--- src/rtl/fifo_sync_circular_if.sv ---
// rtl/fifo_sync_circular_if.sv - producer/consumer handshake bundle for fifo_sync_circular
interface fifo_sync_circular_if #(
  parameter int WIDTH = 8
);
  logic             write_in;
  logic [WIDTH-1:0] data_write_in;
  logic             read_in;
  logic [WIDTH-1:0] data_read_out;
  logic             full_out;
  logic             empty_out;

  modport master (
    output write_in, data_write_in, read_in,
    input  data_read_out, full_out, empty_out
  );

  modport slave (
    input  write_in, data_write_in, read_in,
    output data_read_out, full_out, empty_out
  );
endinterface

--- src/rtl/fifo_sync_circular.sv ---
// rtl/fifo_sync_circular.sv - single-clock circular FIFO, show-ahead read, wrap-bit pointers
module fifo_sync_circular #(
  parameter int DEPTH = 16,
  parameter int WIDTH = 8
) (
  input  logic                 clk,
  input  logic                 nrst_in,
  fifo_sync_circular_if.slave  bus
);
  localparam int AW = $clog2(DEPTH);

  logic [WIDTH-1:0] mem [DEPTH];
  logic [AW:0]      wr_ptr;
  logic [AW:0]      rd_ptr;
  logic             empty;
  logic             full;
  logic             wr_accept;
  logic             rd_accept;

  // MSB is the wrap bit: equal low bits with differing MSBs means one lap ahead
  assign empty = (wr_ptr == rd_ptr);
  assign full  = (wr_ptr[AW-1:0] == rd_ptr[AW-1:0]) && (wr_ptr[AW] != rd_ptr[AW]);

  assign wr_accept = bus.write_in && !full;
  assign rd_accept = bus.read_in && !empty;

  always_ff @(posedge clk or negedge nrst_in) begin
    if (!nrst_in) begin
      wr_ptr <= '0;
      rd_ptr <= '0;
    end else begin
      if (wr_accept) wr_ptr <= wr_ptr + (AW+1)'(1);
      if (rd_accept) rd_ptr <= rd_ptr + (AW+1)'(1);
    end
  end

  // Storage is deliberately left unreset; empty gating hides stale contents
  always_ff @(posedge clk) begin
    if (wr_accept) mem[wr_ptr[AW-1:0]] <= bus.data_write_in;
  end

  assign bus.empty_out     = empty;
  assign bus.full_out      = full;
  assign bus.data_read_out = empty ? '0 : mem[rd_ptr[AW-1:0]];
endmodule

--- src/flat_wrapper.sv ---
// flat-port wrapper written by rule: the top's interface ports become plain ports
module fifo_sync_circular_flat 
#(
  parameter int DEPTH = 16,
  parameter int WIDTH = 8
)
  (clk, nrst_in, bus_write_in, bus_data_write_in, bus_read_in, bus_data_read_out, bus_full_out, bus_empty_out);
  fifo_sync_circular_if #(.WIDTH(WIDTH)) bus_i ();
  input  logic clk;
  input  logic nrst_in;
  input wire logic [$bits(bus_i.write_in)-1:0] bus_write_in;
  input wire logic [$bits(bus_i.data_write_in)-1:0] bus_data_write_in;
  input wire logic [$bits(bus_i.read_in)-1:0] bus_read_in;
  output wire logic [$bits(bus_i.data_read_out)-1:0] bus_data_read_out;
  output wire logic [$bits(bus_i.full_out)-1:0] bus_full_out;
  output wire logic [$bits(bus_i.empty_out)-1:0] bus_empty_out;
  assign bus_i.write_in = bus_write_in;
  assign bus_i.data_write_in = bus_data_write_in;
  assign bus_i.read_in = bus_read_in;
  assign bus_data_read_out = bus_i.data_read_out;
  assign bus_full_out = bus_i.full_out;
  assign bus_empty_out = bus_i.empty_out;
  fifo_sync_circular #(.DEPTH(DEPTH), .WIDTH(WIDTH)) u_core (.clk(clk), .nrst_in(nrst_in), .bus(bus_i));
endmodule
--- config.mk ---
export PLATFORM = sky130hd
export DESIGN_NAME = fifo_sync_circular_flat
export DESIGN_NICKNAME = d
export VERILOG_FILES = /design/src/rtl/fifo_sync_circular_if.sv /design/src/rtl/fifo_sync_circular.sv /design/src/flat_wrapper.sv
export SDC_FILE = /design/constraint.sdc
export NUM_CORES = 1
export LEC_CHECK = 0
export CAP_MARGIN = 20
export CORE_MARGIN = 2
export CORE_UTILIZATION = 68
export CTS_BUF_LIST = sky130_fd_sc_hd__clkbuf_4 sky130_fd_sc_hd__clkbuf_8
export DETAILED_ROUTE_END_ITERATION = 10
export PLACE_DENSITY = 0.9
export SYNTH_ARGS = -nofsm -noshare
export SYNTH_HDL_FRONTEND = slang
export SYNTH_SLANG_ARGS = --single-unit
--- constraint.sdc ---
create_clock -name clk -period 6.1 [get_ports clk]
set_clock_uncertainty 0.1 [all_clocks]
set_input_delay 0.61 -clock clk [delete_from_list [all_inputs] [get_ports clk]]
set_output_delay 0.61 -clock clk [all_outputs]
set_load 0.05 [all_outputs]
==> qor.csv, run 1 <==
stage,metric,value,unit
pwr,p_clk_share,23.5,%
sta,rsz0062_at_grt,false,
pwr,leakagePower,2.20,nW
sta,setup_viol,0,
floorplan,ios,22,
setup_path,regToRegSetupSlack,2.87,ns
layout,regArea,4100,um^2
clocking,cts-hold-fix-buffers,0,
setup_path,r2r_cells,5,
pwr,p_per_area,505,nW/um^2
grt,grt_usage,25.6,%
detailed_routing,ant_nets,0,
grt,grt-ovfl-total,0,
setup_path,r2r-start,u_core.rd_ptr[3]$_DFFE_PN0P_,
sta,tns,0,ns
detailed_routing,wl_per_cell,23.6,um
clocking,path_clk_slew,0.08,ns
grt,grt_pass1_wl,15.9,mm
pwr,power_switching_share,36.1,%
floorplan,initial_utilization,70.0,%
synthesis,yosys_warnings,0,
pwr,p_comb_share,37.2,%
detailed_routing,vias,2872,
clocking,cts_resized,0,
sta,max_slew_margin,34.1,%
sta,fin_crit,4.38,ns
clocking,cts_made_buffers,17,
layout,multiInputGateArea,1480,um^2
layout,stdcell_area,6380,um^2
sta,report.final.slew_viol_count,0,
synthesis,synth_fp_nets,322,
floorplan,rows,33,
setup_path,required,5.39,ns
clocking,clock-sinks,138,
detailed_routing,via_per_inst,6.40,
clocking,htreeDepth,4,
setup_path,crit_start,u_core.rd_ptr[3]$_DFFE_PN0P_,
clocking,cts_setup_buffers,0,
synthesis,ys_types,34,
pwr,p_int,2.06,mW
grt,grt_max_degree,37,
grt,grt_pass1_vias,2947,
pwr,ir_worst_vdd,0.000269,V
synthesis,syn_area,5720,um^2
layout,num_antenna_cells,0,
synthesis,yosysTopAreaCell,edfxtp_1,
layout,nets,348,
setup_path,start_kind,flop,
floorplan,die_y,95.7,um
synthesis,synthCells,305,
clocking,clk_path_buf_depth,2,
job,cap_violations,0,
floorplan,dieArea,9170,um^2
setup_path,r2r_end,u_core.mem[7][0]$_DFFE_PP_,
sta,fin_crit_sh,71.9,%
clocking,cts_tree,yes,
placement,gp_routability_congestion,0.795,
synthesis,netlist.area_leader.share,67.2,%
placement,place_area,5950,um^2
detailed_routing,drcViolationCount,0,
layout,final_common_cell,edfxtp_1,
sta,max_freq,0.228,GHz
setup_path,arrival,3.67,ns
pwr,switchingPower,1.16,mW
detailed_routing,drt_first_pass_iters,4,
layout,drive_gt1_share,15.1,%
placement,numPortBuffers,21,
hold_path,min_path_type,in2async,
sta,tightest_slew,0.986,ns
floorplan,die_w,95.7,um
run_status,status,completed,
clocking,insertion_delay,0.43,ns
layout,n_fill_cell,424,
setup_path,endpoint_kind,output port,
synthesis,ys_ff_latch,138,
clocking,cts_root_buffer,clkbuf_8,
placement,dpl.hpwl,6.42,mm
layout,final_cell_mix,"128 x edfxtp_1, 24 x mux2i_1, 21 x clkdlybuf4s50_1",
floorplan,coreArea,8180,um^2
detailed_routing,wl,10.6,mm
setup_path,path_max_fanout,18,
synthesis,synth_top_cells_by_area,"edfxtp_1 67%, mux4_2 5.9%, dfrtp_1 4.4%",
layout,syn_to_final_growth,11.6,%
setup_path,worstSetupPathType,reg2out,
sta,finalHoldViolations,0,
pwr,p_seq_share,39.3,%
detailed_routing,drtIter0Drc,310,
synthesis,synth.avg_cell_area,18.8,um^2
grt,antenna_found_initial,0,
synthesis,ys_seq_area_share,71.5,%
state kept, by name, indices dropped and copies added (netlist names):
register and count:
u_core.mem 128, u_core.rd_ptr 5, u_core.wr_ptr 5
layer usage:
layer / track usage (%) / share of wire, % / up-vias
li1: - / - / 1280
met1: 34.7 / 41 / 1448
met2: 39.0 / 50 / 119
met3: 7.13 / 6.5 / 25
met4: 12.3 / 2.5 / 0
met5: 0 / 0 / -
power groups by stage:
stage | Combinational, mW | Clock, mW | Sequential [mW]
3_3_place_gp | 1.10 | 0 | 1.33
5_1_grt | 1.26 | 0.806 | 1.28
3_5_place_dp | 1.13 | 0 | 1.34
2_1_floorplan | 0.968 | 0 | 1.21
6_report | 1.20 | 0.759 | 1.27
4_1_cts | 1.14 | 0.769 | 1.32
metrics by stage:
stage | power [mW] | utilization [%] | std cells | worst slack [ns] | hold slack, ns
global placement | 2.43 | 72.8 | 416 | 2.30 | 0.420
floorplan | 2.18 | - | 305 | 3.11 | 0.214
detailed placement | 2.47 | 72.8 | 416 | 2.19 | 0.428
finish | 3.22 | 78.1 | 449 | 1.72 | 0.381
global route | 3.35 | 78.1 | 449 | 1.54 | 0.407
CTS | 3.22 | 77.9 | 448 | 1.71 | 0.376
synth_stat cells:
cell       count
and2_1         1
buf_1          1
buf_2          8
a21oi_1        6
buf_12         1
buf_6          4
xor2_1         1
o211ai_1       3
ha_1           5
nor2_1         6
edfxtp_1     128
o21a_1         1
nand2_1       11
nand3_1        5
mux4_2        15
or2_1          6
clkbuf_4       1
inv_1          4
xnor2_1       13
and4_1         2
dfrtp_1       10
and3_1        14
o2111ai_1      7
mux4_1         9
clkbuf_1       1
o2111a_1       2
nor2b_1        5
mux2i_1       24
buf_4          2
o22a_1         2
nor3_1         1
o21ai_0        3
mux2_2         2
nand4_1        1
cell families after synthesis:
kind of cell	Yosys count	share of synthesized area, %
flip-flops	138	71.5
AND/OR/NAND/NOR	52	4.90
multiplexers	50	14.6
AO/OA/AOI/OAI	24	3.08
buffers and inverters	22	2.62
XOR/XNOR	14	2.14
adder cells (fa/ha/maj)	5	1.09
worst max-delay path, cell delays in order (launching register included):
cell             delay (ns)
dfrtp_1                0.82
buf_4                  0.39
xnor2_1                0.16
nand4_1                0.39
nor2_1                 0.55
clkdlybuf4s50_1        0.91
worst max-delay path by stage:
stage	slack [ns]	endpoint	cells after the start
floorplan	3.11	bus_data_read_out[0]	6
global placement	2.30	bus_empty_out	5
detailed placement	2.19	bus_empty_out	5
CTS	1.71	bus_empty_out	5
global route	1.54	bus_empty_out	5
finish	1.72	bus_empty_out	5
layout make-up:
type	instances	area share [%]
multi-input cells	145	23.2
clock buffers	18	3.78
inverters	4	0.235
flip-flops and latches	138	64.1
well taps	105	2.06
clock inverters	14	2.67
repair buffers	25	3.96
(Power assumes the default switching activity.)
==> run 2, diff against run 1 <==
--- a/config.mk
+++ b/config.mk
@@ -7,10 +7,10 @@
 export LEC_CHECK = 0
 export CAP_MARGIN = 20
 export CORE_MARGIN = 2
-export CORE_UTILIZATION = 68
+export CORE_UTILIZATION = 57
 export CTS_BUF_LIST = sky130_fd_sc_hd__clkbuf_4 sky130_fd_sc_hd__clkbuf_8
 export DETAILED_ROUTE_END_ITERATION = 10
-export PLACE_DENSITY = 0.9
+export PLACE_DENSITY = 0.8
 export SYNTH_ARGS = -nofsm -noshare
 export SYNTH_HDL_FRONTEND = slang
 export SYNTH_SLANG_ARGS = --single-unit
==> constraint.sdc (replaced) <==
create_clock -name clk -period 3.8 [get_ports clk]
set_clock_uncertainty 0.1 [all_clocks]
set_input_delay 0.38 -clock clk [delete_from_list [all_inputs] [get_ports clk]]
set_output_delay 0.38 -clock clk [all_outputs]
set_load 0.05 [all_outputs]
==> qor.csv, run 2 (synthesized netlist as in run 1, its figures left out) <==
stage,metric,value,unit
run_status,status,completed,
pwr,p_clk_share,24.5,%
sta,whs,0.181,ns
setup_path,worstSetupPathType,reg2out,
sta,report.final.slew_viol_count,0,
setup_path,regToRegSetupSlack,0.83,ns
pwr,leakagePower,2.22,nW
clocking,cts_made_buffers,17,
layout,num_antenna_cells,0,
layout,nets,350,
setup_path,arrival,3.03,ns
floorplan,ios,22,
sta,max_freq,0.285,GHz
setup_path,crit_start,u_core.rd_ptr[3]$_DFFE_PN0P_,
setup_path,r2r_end,u_core.mem[13][6]$_DFFE_PP_,
pwr,p_seq_share,39.8,%
layout,final_util,65.8,%
floorplan,die_w,104,um
clocking,insertion_delay,0.42,ns
sta,tns,0,ns
grt,grt-ovfl-total,0,
layout,n_fill_cell,637,
clocking,cts_tree,yes,
detailed_routing,vias,2831,
setup_path,r2r-start,u_core.rd_ptr[3]$_DFFE_PN0P_,
sta,fin_crit,3.51,ns
detailed_routing,ant_nets,0,
layout,drive_gt1_share,18.0,%
sta,rsz0062_at_grt,false,
clocking,cts_resized,0,
pwr,p_comb_share,35.7,%
detailed_routing,drtIter0Drc,197,
sta,fin_crit_sh,92.4,%
setup_path,crit_end,bus_data_read_out[7],
hold_path,min_path_type,in2async,
grt,grt_usage,20.8,%
pwr,p_int,3.34,mW
clocking,clk_path_buf_depth,2,
detailed_routing,wl_per_cell,21.9,um
placement,post-place-ws,0.775,ns
setup_path,r2r_cells,4,
detailed_routing,drt_first_pass_iters,4,
pwr,power_switching_share,35.7,%
floorplan,die_y,104,um
placement,gp_routability_congestion,0.771,
layout,final_common_cell,edfxtp_1,
detailed_routing,drcViolationCount,0,
placement,dpl.hpwl,6.57,mm
pwr,ir_worst_vdd,0.000378,V
clocking,cts_setup_buffers,0,
detailed_routing,wl,10.5,mm
floorplan,dieArea,10900,um^2
sta,max_slew_margin,39.9,%
placement,numPortBuffers,21,
pwr,p_per_area,808,nW/um^2
layout,largest_reg_flops,128,
grt,grt_pass1_vias,2922,
layout,fin_cells,478,
sta,finalHoldViolations,0,
sta,setup_viol,0,
job,cap_violations,0,
pwr,finalPower,5.20,mW
floorplan,rows,36,
grt,grt_pass1_wl,16.6,mm
layout,final_cell_mix,"128 x edfxtp_1, 24 x mux2i_1, 17 x clkbuf_8",
sta,finalWorstSetupSlack,0.288,ns
placement,place_area,6010,um^2
grt,grt_max_degree,21,
floorplan,coreArea,9770,um^2
clocking,path_clk_slew,0.07,ns
layout,stdcell_area,6440,um^2
placement,placed_cells,447,
clocking,cts-hold-fix-buffers,0,
setup_path,required,3.32,ns
clocking,clock-sinks,138,
setup_path,start_kind,flop,
layout,syn_to_final_growth,12.5,%
pwr,switchingPower,1.85,mW
setup_path,endpoint_kind,output port,
detailed_routing,via_per_inst,5.92,
grt,antenna_found_initial,0,
setup_path,path_max_fanout,18,
sta,tightest_slew,0.899,ns
clocking,htreeDepth,4,
clocking,cts_root_buffer,clkbuf_8,
floorplan,initial_utilization,58.6,%
run 2: layout make-up:
| type | instances | area [um^2] | share of cell area, % |
|---|---|---|---|
| Sequential cell | 138 | 4100 | 63.6 |
| Timing Repair Buffer | 27 | 250 | 3.89 |
| Clock buffer | 17 | 234 | 3.64 |
| Clock inverter | 14 | 196 | 3.05 |
| Multi-Input combinational cell | 145 | 1480 | 23.0 |
| Inverter | 4 | 15.0 | 0.233 |
| Tap cell | 133 | 166 | 2.59 |
run 2: how the worst min path moves through the flow:
stage	cells past startpoint	endpoint	startpoint	slack, ns
finish	1	u_core.wr_ptr[0]$_DFFE_PN0P_	nrst_in	0.18
global route	1	u_core.wr_ptr[0]$_DFFE_PN0P_	nrst_in	0.20
CTS	1	u_core.wr_ptr[0]$_DFFE_PN0P_	nrst_in	0.19
detailed placement	1	u_core.rd_ptr[4]$_DFFE_PN0P_	u_core.rd_ptr[4]$_DFFE_PN0P_	0.43
global placement	1	u_core.wr_ptr[4]$_DFFE_PN0P_	u_core.wr_ptr[4]$_DFFE_PN0P_	0.42
floorplan	0	u_core.rd_ptr[0]$_DFFE_PN0P_	nrst_in	-0.02
run 2: layer usage:
| metal | vias up | global-route usage [%] | wire length, um | share of wire [%] |
|---|---|---|---|---|
| met3 | 8 | 5.64 | 512 | 4.9 |
| met5 | - | 0 | 0 | 0 |
| met1 | 1471 | 27.3 | 4450 | 43 |
| met2 | 73 | 33.9 | 5440 | 52 |
| met4 | 0 | 7.14 | 61 | 0.58 |
| li1 | 1279 | - | - | - |
run 2: power by group through the flow:
stage	clock [mW]	sequential (mW)	combinational, mW
5_1_grt	1.36	2.10	1.99
3_5_place_dp	0	2.10	1.86
3_3_place_gp	0	2.09	1.83
6_report	1.27	2.07	1.86
2_1_floorplan	0	1.94	1.55
4_1_cts	1.28	2.07	1.87
run 2: critical path, stage by stage (launching register included):
cell     delay (ns)
dfrtp_1        0.87
xnor2_1        0.20
nand4_1        0.41
nor2_1         0.75
a21oi_1        0.13
buf_4          0.24
